[src/rtl/incomp_if2_pkg.sv]
// Shared types and constants for the synchronized incomplete-if selector.
package incomp_if2_pkg;

  // Which branch produced y on a given cycle.
  typedef logic [1:0] src_t;

  localparam src_t SRC_HOLD = 2'b00;
  localparam src_t SRC_I0   = 2'b01;
  localparam src_t SRC_I2   = 2'b10;

  // Deepest synchronizer chain the selector is meant to be built with.
  localparam int SYNC_STAGES_MAX = 4;

endpackage

[src/rtl/incomp_if2_sync_sync_bit.sv]
// One-bit synchronizer with a parameterized number of flops.
// DEPTH=0 degenerates to a wire so the select register samples the pin itself.
module sync_bit #(
  parameter int DEPTH = 2
) (
  input  logic clk,
  input  logic rst_n,
  input  logic d,
  output logic q
);

  generate
    if (DEPTH == 0) begin : g_bypass
      assign q = d;
    end else begin : g_chain
      logic [DEPTH-1:0] ff;

      // Shift the async input through the flop chain; every stage clears on reset.
      always_ff @(posedge clk or negedge rst_n) begin
        if (!rst_n) begin
          ff <= '0;
        end else begin
          ff[0] <= d;
          for (int k = 1; k < DEPTH; k++) begin
            ff[k] <= ff[k-1];
          end
        end
      end

      assign q = ff[DEPTH-1];
    end
  endgenerate

endmodule

[src/rtl/incomp_if2_sync.sv]
// Clocked priority selector: i0 branch beats i2 branch, otherwise y holds in an
// explicit register. Reports the active branch and a saturating hold counter.
module incomp_if2_sync
  import incomp_if2_pkg::*;
#(
  parameter int   SYNC_STAGES = 2,
  parameter logic RESET_VAL   = 1'b0,
  parameter int   CNT_W       = 8
) (
  input  logic             clk,
  input  logic             rst_n,
  input  logic             i0,
  input  logic             i1,
  input  logic             i2,
  input  logic             i3,
  output logic             y,
  output src_t             src,
  output logic [CNT_W-1:0] hold_cnt
);

  localparam logic [CNT_W-1:0] CNT_MAX = '1;
  localparam logic [CNT_W-1:0] CNT_ONE = {{(CNT_W-1){1'b0}}, 1'b1};

  logic s0, s1, s2, s3;

  // Each bit is synchronized on its own; no cross-bit coherency is attempted.
  sync_bit #(.DEPTH(SYNC_STAGES)) u_sync_i0 (.clk(clk), .rst_n(rst_n), .d(i0), .q(s0));
  sync_bit #(.DEPTH(SYNC_STAGES)) u_sync_i1 (.clk(clk), .rst_n(rst_n), .d(i1), .q(s1));
  sync_bit #(.DEPTH(SYNC_STAGES)) u_sync_i2 (.clk(clk), .rst_n(rst_n), .d(i2), .q(s2));
  sync_bit #(.DEPTH(SYNC_STAGES)) u_sync_i3 (.clk(clk), .rst_n(rst_n), .d(i3), .q(s3));

  // Priority select with explicit hold register and saturating hold-cycle count.
  always_ff @(posedge clk or negedge rst_n) begin
    if (!rst_n) begin
      y        <= RESET_VAL;
      src      <= SRC_HOLD;
      hold_cnt <= '0;
    end else if (s0) begin
      y        <= s1;
      src      <= SRC_I0;
      hold_cnt <= '0;
    end else if (s2) begin
      y        <= s3;
      src      <= SRC_I2;
      hold_cnt <= '0;
    end else begin
      src <= SRC_HOLD;
      if (hold_cnt != CNT_MAX) begin
        hold_cnt <= hold_cnt + CNT_ONE;
      end
    end
  end

endmodule

[config.mk]
export PLATFORM = sky130hd
export DESIGN_NAME = incomp_if2_sync
export DESIGN_NICKNAME = d
export VERILOG_FILES = /design/src/rtl/incomp_if2_pkg.sv /design/src/rtl/incomp_if2_sync_sync_bit.sv /design/src/rtl/incomp_if2_sync.sv
export SDC_FILE = /design/constraint.sdc
export NUM_CORES = 1
export LEC_CHECK = 0
export CAP_MARGIN = 5
export CORE_MARGIN = 3
export CORE_UTILIZATION = 46
export DETAILED_ROUTE_END_ITERATION = 12
export PLACE_DENSITY = 0.74
export SLEW_MARGIN = 40
export SYNTH_ARGS = -nofsm -noshare
export SYNTH_HDL_FRONTEND = slang
export SYNTH_HIERARCHICAL = 1
export SYNTH_SLANG_ARGS = --single-unit
export TNS_END_PERCENT = 20
[constraint.sdc]
create_clock -name clk -period 1.5 [get_ports clk]
set_clock_uncertainty 0.05 [all_clocks]
set_input_delay 0.3 -clock clk [delete_from_list [all_inputs] [get_ports clk]]
set_output_delay 0.3 -clock clk [all_outputs]
set_load 0.03 [all_outputs]
==> results by group, run 1 <==
Outcome
  • Status: complete, no violations

Global routing
  • Largest net degree at the start of global routing: 20
  • Vias in the first global route: 467
  • Tot GR Track Use: between 10% and 20%
  • GR Overflow Total: 0
  • Global-route wire length before repair: 2060 µm
  • Initial antenna violation count: 0

Synth
  • Synth cell types: 21
  • Synth Warn #: 6
  • Sequential area share after synthesis: between 60 and 70%
  • Mapped cell area: around 730 µm²
  • Adder-cell share of the synthesized area: 1.72%
  • Synth Net Count: 61
  • Mux contribution to synthesized area: 5.49%
  • Post-synthesis xor/xnor area fraction: 0%
  • Share of the synthesized area in the top cell type: 65.2%
  • Ranking of synthesized cells by area: dfrtp_1, mux2i_1, a211oi_2
  • Synthesized area per cell: ~14 µm²
  • Post-synthesis compound-gate area fraction: 11.3%
  • Area leader, netlist: dfrtp_1
  • FF+latch count, synth: 19
  • Syn Inst Count: 54
  • Post-synthesis simple-gate area fraction: 15.8%
  • Combinational family with the most area after synthesis: simple AND/OR/NAND/NOR gates

Layout
  • Fillcell total: around 110
  • Ant diodes: 0
  • Final core occ: 68.6%
  • Fraction of layout cells with a size suffix above 1: 26.3%
  • Design area: 960 µm²
  • Syn-to-layout area delta: 31.6%
  • Net count reported at finish: 88

CTS
  • Clk Tree Root Cell: clkbuf_4
  • Htree depth: 1
  • Clk buf depth: 2
  • Clk slew on worst S/H paths: 0.10 ns
  • CTS sink count: 19
  • Latest clock arrival within the worst-skew pair: 0.28 ns
  • TritonCTS clock tree: done
  • CTS buffer count: 3

Power and ir drop
  • LEAKAGE: 0.493 nW
  • Pwr dens: 885 mW/mm²
  • Peak supply drop: between 0.8 and 0.9 mV

Setup path
  • Crit end category: output pin
  • Cells on worst reg2reg path: 4
  • Startpoint types: flip-flop
  • Worst r2r src: hold_cnt[0]
  • Critical path class: reg -> out
  • Arr. time, crit path: 1.09 ns
  • Crit path depth: 1
  • CP startpoint: hold_cnt[3]
  • Buffers and inverters on the worst path: 1
  • Crit path required time: 1.15 ns
  • Crit-path leading delay family: buffers and inverters
  • Worst R2R End: hold_cnt[6]
  • Crit-path max FO: 4
  • Ordered list of cells on the worst path: dlygate4sd2_1
  • Slowest-stage cell, CP: dlygate4sd2_1
  • Worst stage delay on the critical path: 0.41 ns
  • Flop2flop setup slack: 0.13 ns
  • Worst setup path endpoint: hold_cnt[3]

Floorplanning
  • Starting density of the core: 52.1%
  • Die width: 45.8 µm
  • Die Height: 45.8 µm
  • Total core area: 0.00140 mm²
  • # rows: 13
  • Die area: 0.00210 mm²
  • # IOs: 17

Route
  • Routed vias/inst: 5.24
  • Iteration-0 DRC Markers: 5
  • Antenna viol nets, final: 0
  • Via Count: around 500
  • Routed WL per cell: 12.8 µm
  • DRC: 0
  • Drt pass-1 iters: 4
  • Routed WL: ~1200 µm

Timing
  • Final setup viols: 0
  • Worst Max-Slew Pin Slew: 0.372 ns
  • Final-report max-slew violation count: 0
  • RSZ-0062 raised after global routing: false
  • Period utilisation layout: 95.8%
  • Fin crit period: 1.44 ns
  • Max Clock Freq: 0.696 GHz
  • Slew headroom: 75.1%
  • Setup_tns: 0 ns
  • Final Hold Fails: 0

Flow run
  • Max_cap viols: 0

Hold path
  • Worst Hold Class: in -> async

Placed design
  • RePlAce Congestion: 0.771
  • DP Wirelength: 926 µm
  • Placed cell areas: 953 µm²
  • PortBufs: 16
## cells by family after synthesis
kind of cell,count (synthesis)
flops,19
simple gates,17
compound gates,12
mux,4
buf+inv,1
fa+ha+maj,1
## area by class of cell
| class | count | area [µm²] | share of cell area, % |
|---|---|---|---|
| clock buffers | 3 | 22.5 | 2.35 |
| clock inverters | 1 | 5.00 | 0.522 |
| inverters | 1 | 3.75 | 0.391 |
| multi-input cells | 34 | 250 | 26.1 |
| flip-flops and latches | 19 | 475 | 49.5 |
| well taps | 15 | 18.8 | 1.96 |
| repair buffers | 22 | 184 | 19.2 |
## through the flow
stage / setup WS (ns) / total power [mW] / std cells / hold slack, ns
after floorplan: 0.0514 / 0.579 / 54 / -0.0456
after global routing: 0.0140 / 0.900 / 95 / 0.286
after global placement: 0.0659 / 0.622 / 91 / 0.281
final: 0.0625 / 0.849 / 95 / 0.296
after CTS: 0.00507 / 0.866 / 95 / 0.295
after detailed placement: 0.0549 / 0.624 / 91 / 0.285
## metal layers
metal	wire length, µm	vias up	track usage (%)
met4	16	0	10.2
met1	546	232	18.0
met2	600	13	22.0
li1	-	251	-
met3	55	2	2.37
met5	0	-	0
## cell usage in the layout (no fill, tap or decap)
master | Yosys | final
or3_1 | 1 | 1
a211oi_2 | 2 | 2
nand4_1 | 1 | 1
or2_2 | 1 | 1
ha_1 | 1 | 1
o21ai_0 | 4 | 4
a211oi_1 | 1 | 1
mux2i_1 | 4 | 4
a31oi_1 | 4 | 4
inv_1 | 1 | 1
a21oi_1 | 1 | 1
nand3_1 | 1 | 1
clkinv_2 | 0 | 1
buf_4 | 0 | 6
clkbuf_2 | 0 | 2
and4_4 | 2 | 2
nor2b_1 | 1 | 1
nand2_1 | 5 | 5
dlygate4sd2_1 | 0 | 9
and3_2 | 1 | 1
dfrtp_1 | 19 | 19
nor2_1 | 1 | 1
nand2_4 | 1 | 1
and3_4 | 1 | 1
and4_2 | 1 | 1
clkdlybuf4s50_1 | 0 | 5
clkbuf_4 | 0 | 3
## state kept, by name, summed over array words and instances, names as in the netlist
register              cells
hold_cnt                  8
u_sync_i2/g_chain.ff      2
u_sync_i3/g_chain.ff      2
src                       2
u_sync_i0/g_chain.ff      2
y                         1
u_sync_i1/g_chain.ff      2
## power by group
group          internal [mW]  leakage, nW  switching (mW)
Sequential             0.530        0.241          0.0113
Combinational         0.0269        0.235          0.0377
Clock                 0.0989       0.0177           0.144
## worst min path at each step
stage,startpoint,end
floorplan,rst_n,hold_cnt[0]
global placement,u_sync_i0/g_chain.ff[0],u_sync_i0/g_chain.ff[1]
detailed placement,u_sync_i0/g_chain.ff[0],u_sync_i0/g_chain.ff[1]
CTS,rst_n,hold_cnt[6]
global route,rst_n,hold_cnt[6]
finish,rst_n,hold_cnt[6]
## cells in the mapped netlist, drive strengths merged
master and instances:
dfrtp 19, nand2 6, a31oi 4, mux2i 4, o21ai 4, a211oi 3, and4 3, and3 2
a21oi 1, ha 1, inv 1, nand3 1, nand4 1, nor2 1, nor2b 1, or2 1
or3 1
## what timing repair did
action / CTS / global route
endpoints found under the hold margin: 0 / 0
endpoints found under the setup margin: 11 / 2
hold buffers: 0 / 0
gates resized for setup: 11 / 4
setup buffers: 0 / 0
Note: power is estimated with default switching activity, not from simulation.
==> run 2, diff against run 1 <==
Settings changed: TNS_END_PERCENT 20 to not set.
==> results of run 2 <==
The final DEF is identical to that of run 1; final timing and power are the same.
==> run 3, diff against run 2 <==
Settings changed: PLACE_DENSITY 0.74 to 0.78.
==> run 3 against run 2 <==
Non-clock buffer count rose by 2. First-iteration DRC count up 80%. Setup slack got worse by 0.0049 ns. Combinational power rose by 12%. Die area did not move. Final cell count up 2.1%. Power grew 3.6%. Wire length increased by 7.7%. Critical path depth is the same. Critical endpoint is now y.
==> results by group, run 3 (synthesis results as in run 1) <==
Floorplanning
  • Die width: 45.8 µm (unchanged)
  • Die area: 0.00210 mm² (unchanged)
  • # IOs: 17 (unchanged)
  • Total core area: 0.00140 mm² (unchanged)
  • Starting density of the core: 52.1% (unchanged)
  • # rows: 13 (unchanged)
  • Die Height: 45.8 µm (unchanged)

Route
  • Iteration-0 DRC Markers: 9 (was 5)
  • Routed vias/inst: 5.68 (was 5.24)
  • DRC: 0 (unchanged)
  • Antenna viol nets, final: 0 (unchanged)
  • Routed WL per cell: 13.5 µm (was 12.8 µm)
  • Drt pass-1 iters: 4 (unchanged)
  • Via Count: 551 (was 498)
  • Routed WL: 1310 µm (was 1220 µm)

Global routing
  • Tot GR Track Use: 16.2% (was 14.3%)
  • Global-route wire length before repair: 2300 µm (was 2060 µm)
  • GR Overflow Total: 0 (unchanged)
  • Largest net degree at the start of global routing: 20 (unchanged)
  • Initial antenna violation count: 0 (unchanged)
  • Vias in the first global route: 523 (was 467)

Power and ir drop
  • Total design power: 0.880 mW (was 0.849 mW)
  • Pwr dens: 890 mW/mm² (was 885 mW/mm²)
  • Sw Ratio: 24.7% (was 22.7%)
  • LEAKAGE: 0.500 nW (was 0.493 nW)
  • Clk pwr share: 30.5% (was 28.6%)
  • Peak supply drop: 0.769 mV (was 0.847 mV)
  • Int Power: 0.663 mW (was 0.656 mW)
  • Comb power frac: 8.2% (was 7.6%)
  • Psw: 0.217 mW (was 0.193 mW)
  • Sequential share of power: 61.3% (was 63.8%)

Setup path
  • Crit-path max FO: 2 (was 4)
  • Crit path required time: 1.15 ns (about the same)
  • Critical path class: reg -> out (unchanged)
  • Ordered list of cells on the worst path: dlygate4sd2_1 (unchanged)
  • Crit end category: output pin (unchanged)
  • Flop2flop setup slack: 0.12 ns (was 0.13 ns)
  • Crit-path leading delay family: buffers and inverters (unchanged)
  • Startpoint types: flip-flop (unchanged)
  • Worst stage delay on the critical path: 0.42 ns (was 0.41 ns)
  • Buffers and inverters on the worst path: 1 (unchanged)
  • Arr. time, crit path: 1.09 ns (about the same)
  • Worst R2R End: hold_cnt[3] (was hold_cnt[6])
  • CP startpoint: y (was hold_cnt[3])
  • Cells on worst reg2reg path: 5 (was 4)
  • Worst r2r src: hold_cnt[0] (unchanged)
  • Slowest-stage cell, CP: dlygate4sd2_1 (unchanged)

Placed design
  • DP Wirelength: 965 µm (was 926 µm)
  • Worst slack, placed: 0.103 ns (was 0.0549 ns)
  • RePlAce Congestion: 0.797 (was 0.771)
  • PortBufs: 16 (unchanged)

Layout
  • Net count reported at finish: 90 (was 88)
  • Fraction of layout cells with a size suffix above 1: 26.8% (was 26.3%)
  • Commonest non-fill, non-tap cell in the layout: dfrtp_1 (unchanged)
  • Top reg by flops: hold_cnt (unchanged)
  • Max FFs per register: 8 (unchanged)
  • Most frequent cells in the layout: dfrtp_1, dlygate4sd2_1, buf_4, nand2_1, clkdlybuf4s50_1 (unchanged)
  • Ant diodes: 0 (unchanged)
  • Syn-to-layout area delta: 35.5% (was 31.6%)

Timing
  • Final-report max-slew violation count: 0 (unchanged)
  • Period utilisation layout: 96.2% (was 95.8%)
  • RSZ-0062 raised after global routing: false (unchanged)
  • Worst Slack Setup Final: 0.0576 ns (was 0.0625 ns)
  • Max Clock Freq: 0.693 GHz (was 0.696 GHz)
  • Final setup viols: 0 (unchanged)
  • Setup_tns: 0 ns (unchanged)
  • Worst Max-Slew Pin Slew: 0.386 ns (was 0.372 ns)
  • Final Hold Fails: 0 (unchanged)
  • Fin crit period: 1.44 ns (about the same)
  • Slew headroom: 74.2% (was 75.1%)

Outcome
  • Status: complete, no violations (unchanged)

CTS
  • CTS sink count: 19 (unchanged)
  • CTS hold repair buffers: 0 (unchanged)
  • Htree depth: 1 (unchanged)
  • Clk buf depth: 2 (unchanged)
  • TritonCTS clock tree: done (unchanged)
  • Clk Tree Root Cell: clkbuf_4 (unchanged)
  • Latest clock arrival within the worst-skew pair: 0.30 ns (was 0.28 ns)
  • Clk slew on worst S/H paths: 0.11 ns (was 0.10 ns)
  • CTS buffer count: 3 (unchanged)

Hold path
  • Worst Hold Class: in -> async (unchanged)

Flow run
  • Max_cap viols: 0 (unchanged)
run 3: cell count changes in the layout (fill, tap and decap cells not counted), sizes merged:
cell | before | now
clkbuf | 5 | 3
clkdlybuf4s15 | 0 | 1
clkinvlp | 0 | 1
buf | 6 | 8
dlygate4sd2 | 9 | 10
clkinv | 1 | 0
run 3: how the worst max path moves through the flow:
stage                        endpoint  cells after the start
after detailed placement  hold_cnt[3]                      1
after global placement    hold_cnt[3]                      1
after global routing      hold_cnt[3]                      1
after floorplan           hold_cnt[6]                      4
final                               y                      1
after CTS                 hold_cnt[3]                      1
run 3: timing repair:
| action | 4_1_cts | 5_1_grt |
|---|---|---|
| setup buffers | 0 | 0 |
| hold endpoints to repair | 0 | 0 |
| setup endpoints to repair | 11 | 4 |
| resized for setup | 11 | 2 |
| gates cloned | 0 | 0 |
run 3: layer usage:
metal | wire [µm] | global-route usage, %
met1 | 545 | 18.9
met5 | 0 | 0
met3 | 89 | 3.95
met2 | 634 | 25.1
met4 | 44 | 13.1
run 3: layout make-up:
| type | count | area [µm²] |
|---|---|---|
| flip-flops and latches | 19 | 475 |
| fillers | 114 | 410 |
| multi-input cells | 34 | 253 |
| repair buffers | 24 | 208 |
| clock buffers | 3 | 22.5 |
| well taps | 15 | 18.8 |
| clock inverters | 1 | 7.51 |
| inverters | 1 | 3.75 |
run 3: through the flow:
step                      hold slack [ns]  utilization [%]  cell area [µm²]  instances
after floorplan                   -0.0456                -              729         54
after global placement              0.283             69.2              968         93
after detailed placement            0.286             69.2              968         93
after CTS                           0.265             70.4              985         97
after global routing                0.267             70.7              988         97
final                               0.262             70.7              988         97
run 3: power by group through the flow:
stage,sequential (mW),clock (mW),combinational (mW)
detailed placement,0.550,0,0.0794
global placement,0.549,0,0.0770
finish,0.539,0.268,0.0723
CTS,0.540,0.282,0.0737
global route,0.542,0.293,0.0800
floorplan,0.566,0,0.0131
